<file path="src/rtl/au_arb_pkg.sv">
// au_arb_pkg: state encoding, AU op codes and defaults shared by
// the AU datapath arbiter and the datapath control unit.
package au_arb_pkg;

  typedef enum logic [1:0] {
    IDLE  = 2'd0,
    ISSUE = 2'd1,
    WAIT  = 2'd2,
    RESP  = 2'd3
  } arb_state_e;

  localparam logic [1:0] AU_OP_ADD = 2'd0;
  localparam logic [1:0] AU_OP_SUB = 2'd1;
  localparam logic [1:0] AU_OP_MUL = 2'd2;
  localparam logic [1:0] AU_OP_SHF = 2'd3;

  localparam int DEF_TIMEOUT = 16;

  function automatic int idx_width(input int n);
    return (n > 2) ? $clog2(n) : 1;
  endfunction

endpackage

</file>
<file path="src/rtl/au_share_arbiter_rr_pick.sv">
// rr_pick: combinational round-robin selector; searches upward from
// ptr+1 with wrap and returns one-hot grant, index and any-request.
module rr_pick #(
  parameter int NREQ = 2,
  parameter int IDW  = 1
) (
  input  logic [NREQ-1:0] req,
  input  logic [IDW-1:0]  ptr,
  output logic [NREQ-1:0] gnt,
  output logic [IDW-1:0]  idx,
  output logic            any
);

  logic hit;

  always_comb begin
    gnt = '0;
    idx = '0;
    hit = 1'b0;
    for (int k = 1; k <= NREQ; k++) begin
      for (int j = 0; j < NREQ; j++) begin
        if (!hit && req[j] &&
            j == (int'(ptr) + k) % NREQ) begin
          hit    = 1'b1;
          gnt[j] = 1'b1;
          idx    = IDW'(j);
        end
      end
    end
    any = hit;
  end

endmodule

</file>
<file path="src/rtl/au_share_arbiter.sv">
// au_share_arbiter: round-robin owner of the shared AU datapath.
// Define AU_ARB_TIMEOUT_EN to enable the WAIT watchdog abort.
module au_share_arbiter
  import au_arb_pkg::*;
#(
  parameter int NREQ    = 2,
  parameter int IDW     = 1,
  parameter int TIMEOUT = DEF_TIMEOUT
) (
  input  logic              clk,
  input  logic              clear,
  input  logic [NREQ-1:0]   req,
  input  logic [2*NREQ-1:0] req_op,
  output logic [NREQ-1:0]   gnt,
  output logic [1:0]        op_sel,
  output logic              dp_start,
  input  logic              dp_done,
  output logic              rsp_valid,
  output logic [IDW-1:0]    rsp_id,
  output logic              rsp_err,
  output logic              busy
);

  arb_state_e      state;
  arb_state_e      nxt;
  logic [IDW-1:0]  ptr;
  logic [NREQ-1:0] pick_gnt;
  logic [IDW-1:0]  pick_idx;
  logic            pick_any;
  logic [1:0]      pick_op;
  logic            tmo;
  logic            err_nxt;

  if (IDW != idx_width(NREQ) || NREQ < 2 ||
      NREQ > 8 || TIMEOUT < 1) begin : g_bad_cfg
    $error("au_share_arbiter: bad NREQ/IDW/TIMEOUT");
  end

  rr_pick #(
    .NREQ (NREQ),
    .IDW  (IDW)
  ) u_pick (
    .req (req),
    .ptr (ptr),
    .gnt (pick_gnt),
    .idx (pick_idx),
    .any (pick_any)
  );

  always_comb begin
    pick_op = '0;
    for (int j = 0; j < NREQ; j++) begin
      if (pick_gnt[j]) pick_op = req_op[2*j +: 2];
    end
  end

`ifdef AU_ARB_TIMEOUT_EN
  localparam int CW = $clog2(TIMEOUT + 1);

  logic [CW-1:0] cnt;

  always_ff @(posedge clk or negedge clear) begin
    if (!clear) begin
      cnt <= '0;
    end else if (state == ISSUE) begin
      cnt <= '0;
    end else if (state == WAIT) begin
      cnt <= cnt + 1'b1;
    end
  end

  // cnt counts completed WAIT cycles, so this is the last allowed one
  assign tmo = (cnt == CW'(TIMEOUT - 1));
`else
  assign tmo = 1'b0;
`endif

  always_comb begin
    nxt     = state;
    err_nxt = 1'b0;
    unique case (state)
      IDLE:  if (pick_any) nxt = ISSUE;
      ISSUE: nxt = WAIT;
      WAIT: begin
        if (dp_done) begin
          nxt = RESP;
        end else if (tmo) begin
          nxt     = RESP;
          err_nxt = 1'b1;
        end
      end
      RESP:  nxt = IDLE;
      default: nxt = IDLE;
    endcase
  end

  always_ff @(posedge clk or negedge clear) begin
    if (!clear) begin
      state     <= IDLE;
      ptr       <= IDW'(NREQ - 1);
      gnt       <= '0;
      op_sel    <= '0;
      dp_start  <= 1'b0;
      rsp_valid <= 1'b0;
      rsp_id    <= '0;
      rsp_err   <= 1'b0;
      busy      <= 1'b0;
    end else begin
      state     <= nxt;
      dp_start  <= (state == ISSUE);
      rsp_valid <= (nxt == RESP);
      rsp_err   <= err_nxt;
      busy      <= (nxt != IDLE);
      if (state == IDLE && pick_any) begin
        gnt    <= pick_gnt;
        op_sel <= pick_op;
        rsp_id <= pick_idx;
      end
      if (state == RESP) begin
        gnt    <= '0;
        op_sel <= '0;
        ptr    <= rsp_id;
      end
    end
  end

endmodule

</file>
<file path="config.mk">
export PLATFORM = sky130hd
export DESIGN_NAME = au_share_arbiter
export DESIGN_NICKNAME = d
export VERILOG_FILES = /design/src/rtl/au_arb_pkg.sv /design/src/rtl/au_share_arbiter_rr_pick.sv /design/src/rtl/au_share_arbiter.sv
export SDC_FILE = /design/constraint.sdc
export NUM_CORES = 1
export LEC_CHECK = 0
export ABC_AREA = 1
export CAP_MARGIN = 20
export CORE_AREA = 4 4 41 43
export DETAILED_ROUTE_END_ITERATION = 8
export DIE_AREA = 0 0 45 47
export DONT_BUFFER_PORTS = 1
export GPL_TIMING_DRIVEN = 0
export HOLD_SLACK_MARGIN = 0.15
export MAX_ROUTING_LAYER = met4
export PLACE_DENSITY = 0.65
export SYNTH_ARGS = -nofsm -noshare
export SYNTH_HDL_FRONTEND = slang
export SYNTH_HIERARCHICAL = 1
export SYNTH_SLANG_ARGS = --single-unit
</file>
<file path="constraint.sdc">
create_clock -name clk -period 1.4 [get_ports clk]
set_input_delay 0.28 -clock clk [delete_from_list [all_inputs] [get_ports clk]]
set_output_delay 0.28 -clock clk [all_outputs]
set_load 0.005 [all_outputs]
</file>
Yosys cells after proc, flatten, opt, wreduce, memory -nomap -nowiden
Index checks and enable logic that the tools add are counted.
{ "op_classes": {"add_sub_neg": 2, "multipliers": 0, "n_div": 0, "magnitude_cmp": 0, "n_eq_ne": 6, "shift": 0, "muxes": 18, "bitwise": 2, "reduce_logical": 16} }
{ "op_table": {"columns": ["op", "n"], "rows": [
  ["logical NOT 32 bit", 2],
  ["2-to-1 mux 2 bit", 8],
  ["2-to-1 mux 1 bit", 9],
  ["logical AND 1 bit", 8],
  ["case mux 2 bit (4 select lines)", 1],
  ["equality test 2 bit, second input constant", 3],
  ["equality test 2 bit, first input constant", 2],
  ["nonzero test 2 bit", 2],
  ["logical NOT 1 bit", 3],
  ["adder 1 bit, second input constant", 2],
  ["AND 1 bit, first input constant", 2],
  ["equality test 2 x 1 -> 1 bit, second input constant", 1],
  ["logical NOT 2 bit", 1]
]} }
{ "totals": {"register_bits": 11, "latch_bits": 0, "ram_bits": 0, "rom_bits": 0, "in_bits": 9, "n_memories": 0} }

Logic depth before layout (Yosys ltp)
{ "logic_depth": {"ltp_word": 20, "ltp_mapped": 8, "depth_no_buf": 7} }

Cells and area by module
The synthesis kept the hierarchy.
{ "by_module_without_submodules": {"columns": ["mod", "n_inst", "cells_per_inst", "area_per_inst_um2"], "rows": [
  ["au_share_arbiter", 1, 58, 524.3],
  ["rr_pick", 1, 7, 33.8]
]} }

Least setup slack after synthesis
OpenSTA, ideal clock, no wires.
{ "synth_path": {"kind": "reg2reg", "startpoint": "reg state[0]", "endpoint": "reg gnt[0]", "setup_time_ns": 0.065, "arrival_ns": 0.999, "slack_ns": 0.336, "path_stages_with_launch": 7, "n_path_buf": 0, "synth_period_minus_slack_ns": 1.064, "cell_sequence": "dfrtp_1 inv_1 ha_1 nand2_2 nor2_4 nand2_1 nand2_1"} }
{ "synth_between": {"elab_chain_len": 3} }
{ "synth_lines": {"columns": ["item", "line", "source"], "rows": [
  ["start, declared", "au_share_arbiter.sv:24", "arb_state_e state;"],
  ["start signal, assigned", "au_share_arbiter.sv:109", "state <= nxt;"],
  ["logical NOT 2 bit", "au_share_arbiter.sv:114", "if (state == IDLE && pick_any) begin"],
  ["logical AND 1 bit", "au_share_arbiter.sv:114", null],
  ["nonzero test 2 bit (no source line)", null, null],
  ["end signal, assigned", "au_share_arbiter.sv:115", "gnt <= pick_gnt;"],
  ["end, declared", "au_share_arbiter.sv:14", "output logic [NREQ-1:0] gnt,"]
]} }
Several ways; a longest one is shown, not always the timed one.
A chain may end at the register's enable or synchronous reset.

Worst setup path after layout
{ "layout_path": {"startpoint": "reg state[0]", "endpoint": "reg op_sel[0]"} }
{ "layout_between": {"elab_chain_len": 3} }
{ "layout_lines": {"columns": ["item", "line", "source"], "rows": [
  ["logical NOT 2 bit", "au_share_arbiter.sv:114", null],
  ["logical AND 1 bit", "au_share_arbiter.sv:114", null],
  ["nonzero test 2 bit (no source line)", null, null],
  ["end signal, assigned", "au_share_arbiter.sv:116", "op_sel <= pick_op;"],
  ["end, declared", "au_share_arbiter.sv:15", "output logic [1:0] op_sel,"]
]} }
Several ways; a longest one is shown, not always the timed one.

==> flow_metrics.py <==
metrics = {
    "status": {
        "status": "completed",
    },
    "pwr": {
        "powerDensity_nw_per_um2": 1940,
        "irDropWorstVdd_mv": 0.643,
        "leakagePower_nw": 0.341,
    },
    "cells_and_area": {
        "fillers": 138,
        "diodes": 0,
        "fin_cells": 85,
        "nets": 85,
        "seqCellArea_um2": 277,
        "finalInstanceArea_um2": 613,
        "syn2layout_area_growth_pct": 9.87,
        "multi_input_area_um2": 236,
        "utilization_pct": 47.1,
        "drive_gt1_share_pct": 12.9,
    },
    "hold_path": {
        "hold_end": "op_sel[0]$_DFFE_PN0P_",
        "min_path_type": "primary input to register",
        "hold_depth": 4,
        "hp-start": "req_op[2]",
    },
    "clock_network": {
        "cts_hold_buf": 1,
        "clk_latency_ns": 0.26,
        "cts_buffers": 3,
        "ctsLongestPathBuffers": 2,
        "htree_levels": 1,
        "clock-sinks": 11,
        "clkTransAtPathRegs_ns": 0.06,
        "cts_setup_buffers": 0,
        "cts_resized": 0,
        "cts_tree": "built",
        "cts-root-buf": "clkbuf_4",
    },
    "global_routing": {
        "antenna_found_initial": 0,
        "grt_usage_pct": 10.5,
        "globalRouteOverflowTotal": 0,
        "grt_pass1_wl_um": 1470,
        "grt_pass1_vias": 371,
        "grt_max_degree": 12,
    },
    "synthesis": {
        "synthTopCellsByCount": "nand2_1, dfrtp_1, inv_1, ha_1, nand3_1",
        "synth_top_area_share_pct": 44.8,
        "yosysTopAreaCell": "dfrtp_1",
        "synth-seq-cells": 11,
        "synthTopCellsByArea": "dfrtp_1, nand2_1, ha_1",
        "synth_area_um2": 558,
        "synthesis.nets": 79,
        "synth_edf_count": 0,
        "yosysWarnings": 6,
        "yosysMostFrequentCell": "nand2_1",
        "synth_seq_area_share_pct": 49.6,
        "syn-instance-count": 65,
        "async_flop_share_pct": 100,
        "synth.avg_cell_area_um2": 8.59,
        "synth_ff_type": "dfrtp_1",
        "synthDistinctLibCells": 15,
    },
    "place": {
        "post-place-cells": 80,
        "pre_cts_ws_ns": 0.198,
        "dp_hpwl_um": 769,
        "io_buffers": 0,
        "place_congestion": 0.770,
        "post_dp_cell_area_um2": 577,
    },
    "critical_path": {
        "path_class": "register to register",
        "rr_endpoint": "op_sel[0]$_DFFE_PN0P_",
        "max_stage_delay_ns": 0.39,
        "worst-r2r-cell-count": 5,
        "cp_cell_sequence": "inv_1, ha_1, a21oi_2, nand2_1, nand2_1",
        "cp_common_cell": "nand2_1",
        "cp-end-kind": "register",
        "arrival_ns": 1.39,
        "cp_max_fo": 4,
        "slowest_stage": "dfrtp_1",
        "r2r_start": "state[0]$_DFF_PN0_",
        "reg2reg_slack_ns": 0.20,
        "start_kind": "register",
        "required_ns": 1.60,
    },
    "timing": {
        "finalMaxSlewViolations": 0,
        "timing.fmax_mhz": 836,
        "min_period_ns": 1.20,
        "setup_viol": 0,
        "finalHoldViolCount": 0,
        "worst_slew_pin_slew_ns": 0.496,
        "grt_setup_unrepaired": "false",
        "final.setup.tns_ns": 0,
        "slew_headroom_pct": 66.8,
        "setup_ws_ns": 0.204,
        "min_period_over_period_pct": 85.5,
        "finClkSkew_ns": 0.00327,
    },
    "drt": {
        "wirelength_um": 936,
        "dr.pass1.iters": 3,
        "vias": 402,
        "drcViolationCount": 0,
        "drt_iter0_markers": 7,
        "routedWlPerCell_um": 11.0,
        "drt.antenna.violating_nets": 0,
        "viasPerCell": 4.73,
    },
    "floorplan": {
        "dieWidth_um": 45,
        "io_pins": 18,
        "coreArea_um2": 1300,
        "die-area_um2": 2120,
        "start_util_pct": 42.9,
        "die_height_um": 47,
        "row_count": 13,
    },
    "run": {
        "cap_violations": 0,
    },
}
[where the power goes]
part | total, mW | switching [mW] | internal [mW]
combinational | 0.435 | 0.271 | 0.164
sequential | 0.544 | 0.0894 | 0.454
clock | 0.208 | 0.0980 | 0.110
total | 1.19 | 0.458 | 0.728
[stage by stage]
step	hold slack [ns]	total power [mW]
3_3_place_gp	-0.0153	0.973
4_1_cts	0.234	1.21
3_5_place_dp	-0.0153	0.992
6_report	0.237	1.19
2_1_floorplan	-0.0156	0.891
5_1_grt	0.233	1.31
[worst max path at each step]
stage / startpoint / end / slack, ns / depth (start not counted)
floorplan: state[0]$_DFF_PN0_ / gnt[0]$_DFFE_PN0P_ / 0.34 / 6
global placement: state[0]$_DFF_PN0_ / op_sel[0]$_DFFE_PN0P_ / 0.23 / 5
detailed placement: state[0]$_DFF_PN0_ / op_sel[0]$_DFFE_PN0P_ / 0.20 / 5
CTS: state[0]$_DFF_PN0_ / op_sel[0]$_DFFE_PN0P_ / 0.18 / 5
global route: state[0]$_DFF_PN0_ / op_sel[1]$_DFFE_PN0P_ / 0.09 / 6
finish: state[0]$_DFF_PN0_ / op_sel[0]$_DFFE_PN0P_ / 0.20 / 5
[cells in the final DEF (no fill, tap or decap)]
master and n:
buf_4 2, nor2_1 1, o21ai_0 2, a21oi_2 1
inv_1 8, nand2_1 25, clkbuf_1 1, ha_1 5
dfstp_2 1, clkbuf_4 3, nand3_1 4, dfrtp_1 10
a21oi_1 2, or2_1 1, dlygate4sd3_1 1, conb_1 1
nor2_4 1, nand2_2 1
[metal layers]
metal	global-route usage, %	wire (µm)	vias up
met4	7.02	9	0
met5	-	0	-
met3	5.36	79	2
met1	9.67	387	185
li1	-	-	205
met2	16.9	460	10
[critical path: cells and delay by family (launching register included)]
kind            cells  cell delay [ns]
flops               1             0.39
fa+ha+maj           1             0.26
compound gates      1             0.23
simple gates        2             0.15
buf+inv             1             0.11
[cells by family after synthesis]
group	count (synthesis)	synth area share, %
simple gates	33	25.3
other cells	1	0.672
buf+inv	10	8.07
compound gates	5	5.16
flops	11	49.6
fa+ha+maj	5	11.2
[registers in the layout (all words and copies together) (netlist names)]
signal,count
rsp_id,1
op_sel,2
dp_start,1
rsp_valid,1
ptr,1
busy,1
gnt,2
state,2
[final cells by class]
type                    count  share of cell area (%)
inverters                   8                    4.90
well taps                  15                    3.06
clock buffers               4                    4.29
multi-input cells          44                    38.6
plain buffers               2                    2.45
flip-flops and latches     11                    45.1
repair buffers              1                    1.63
(Power assumes the default switching activity.)
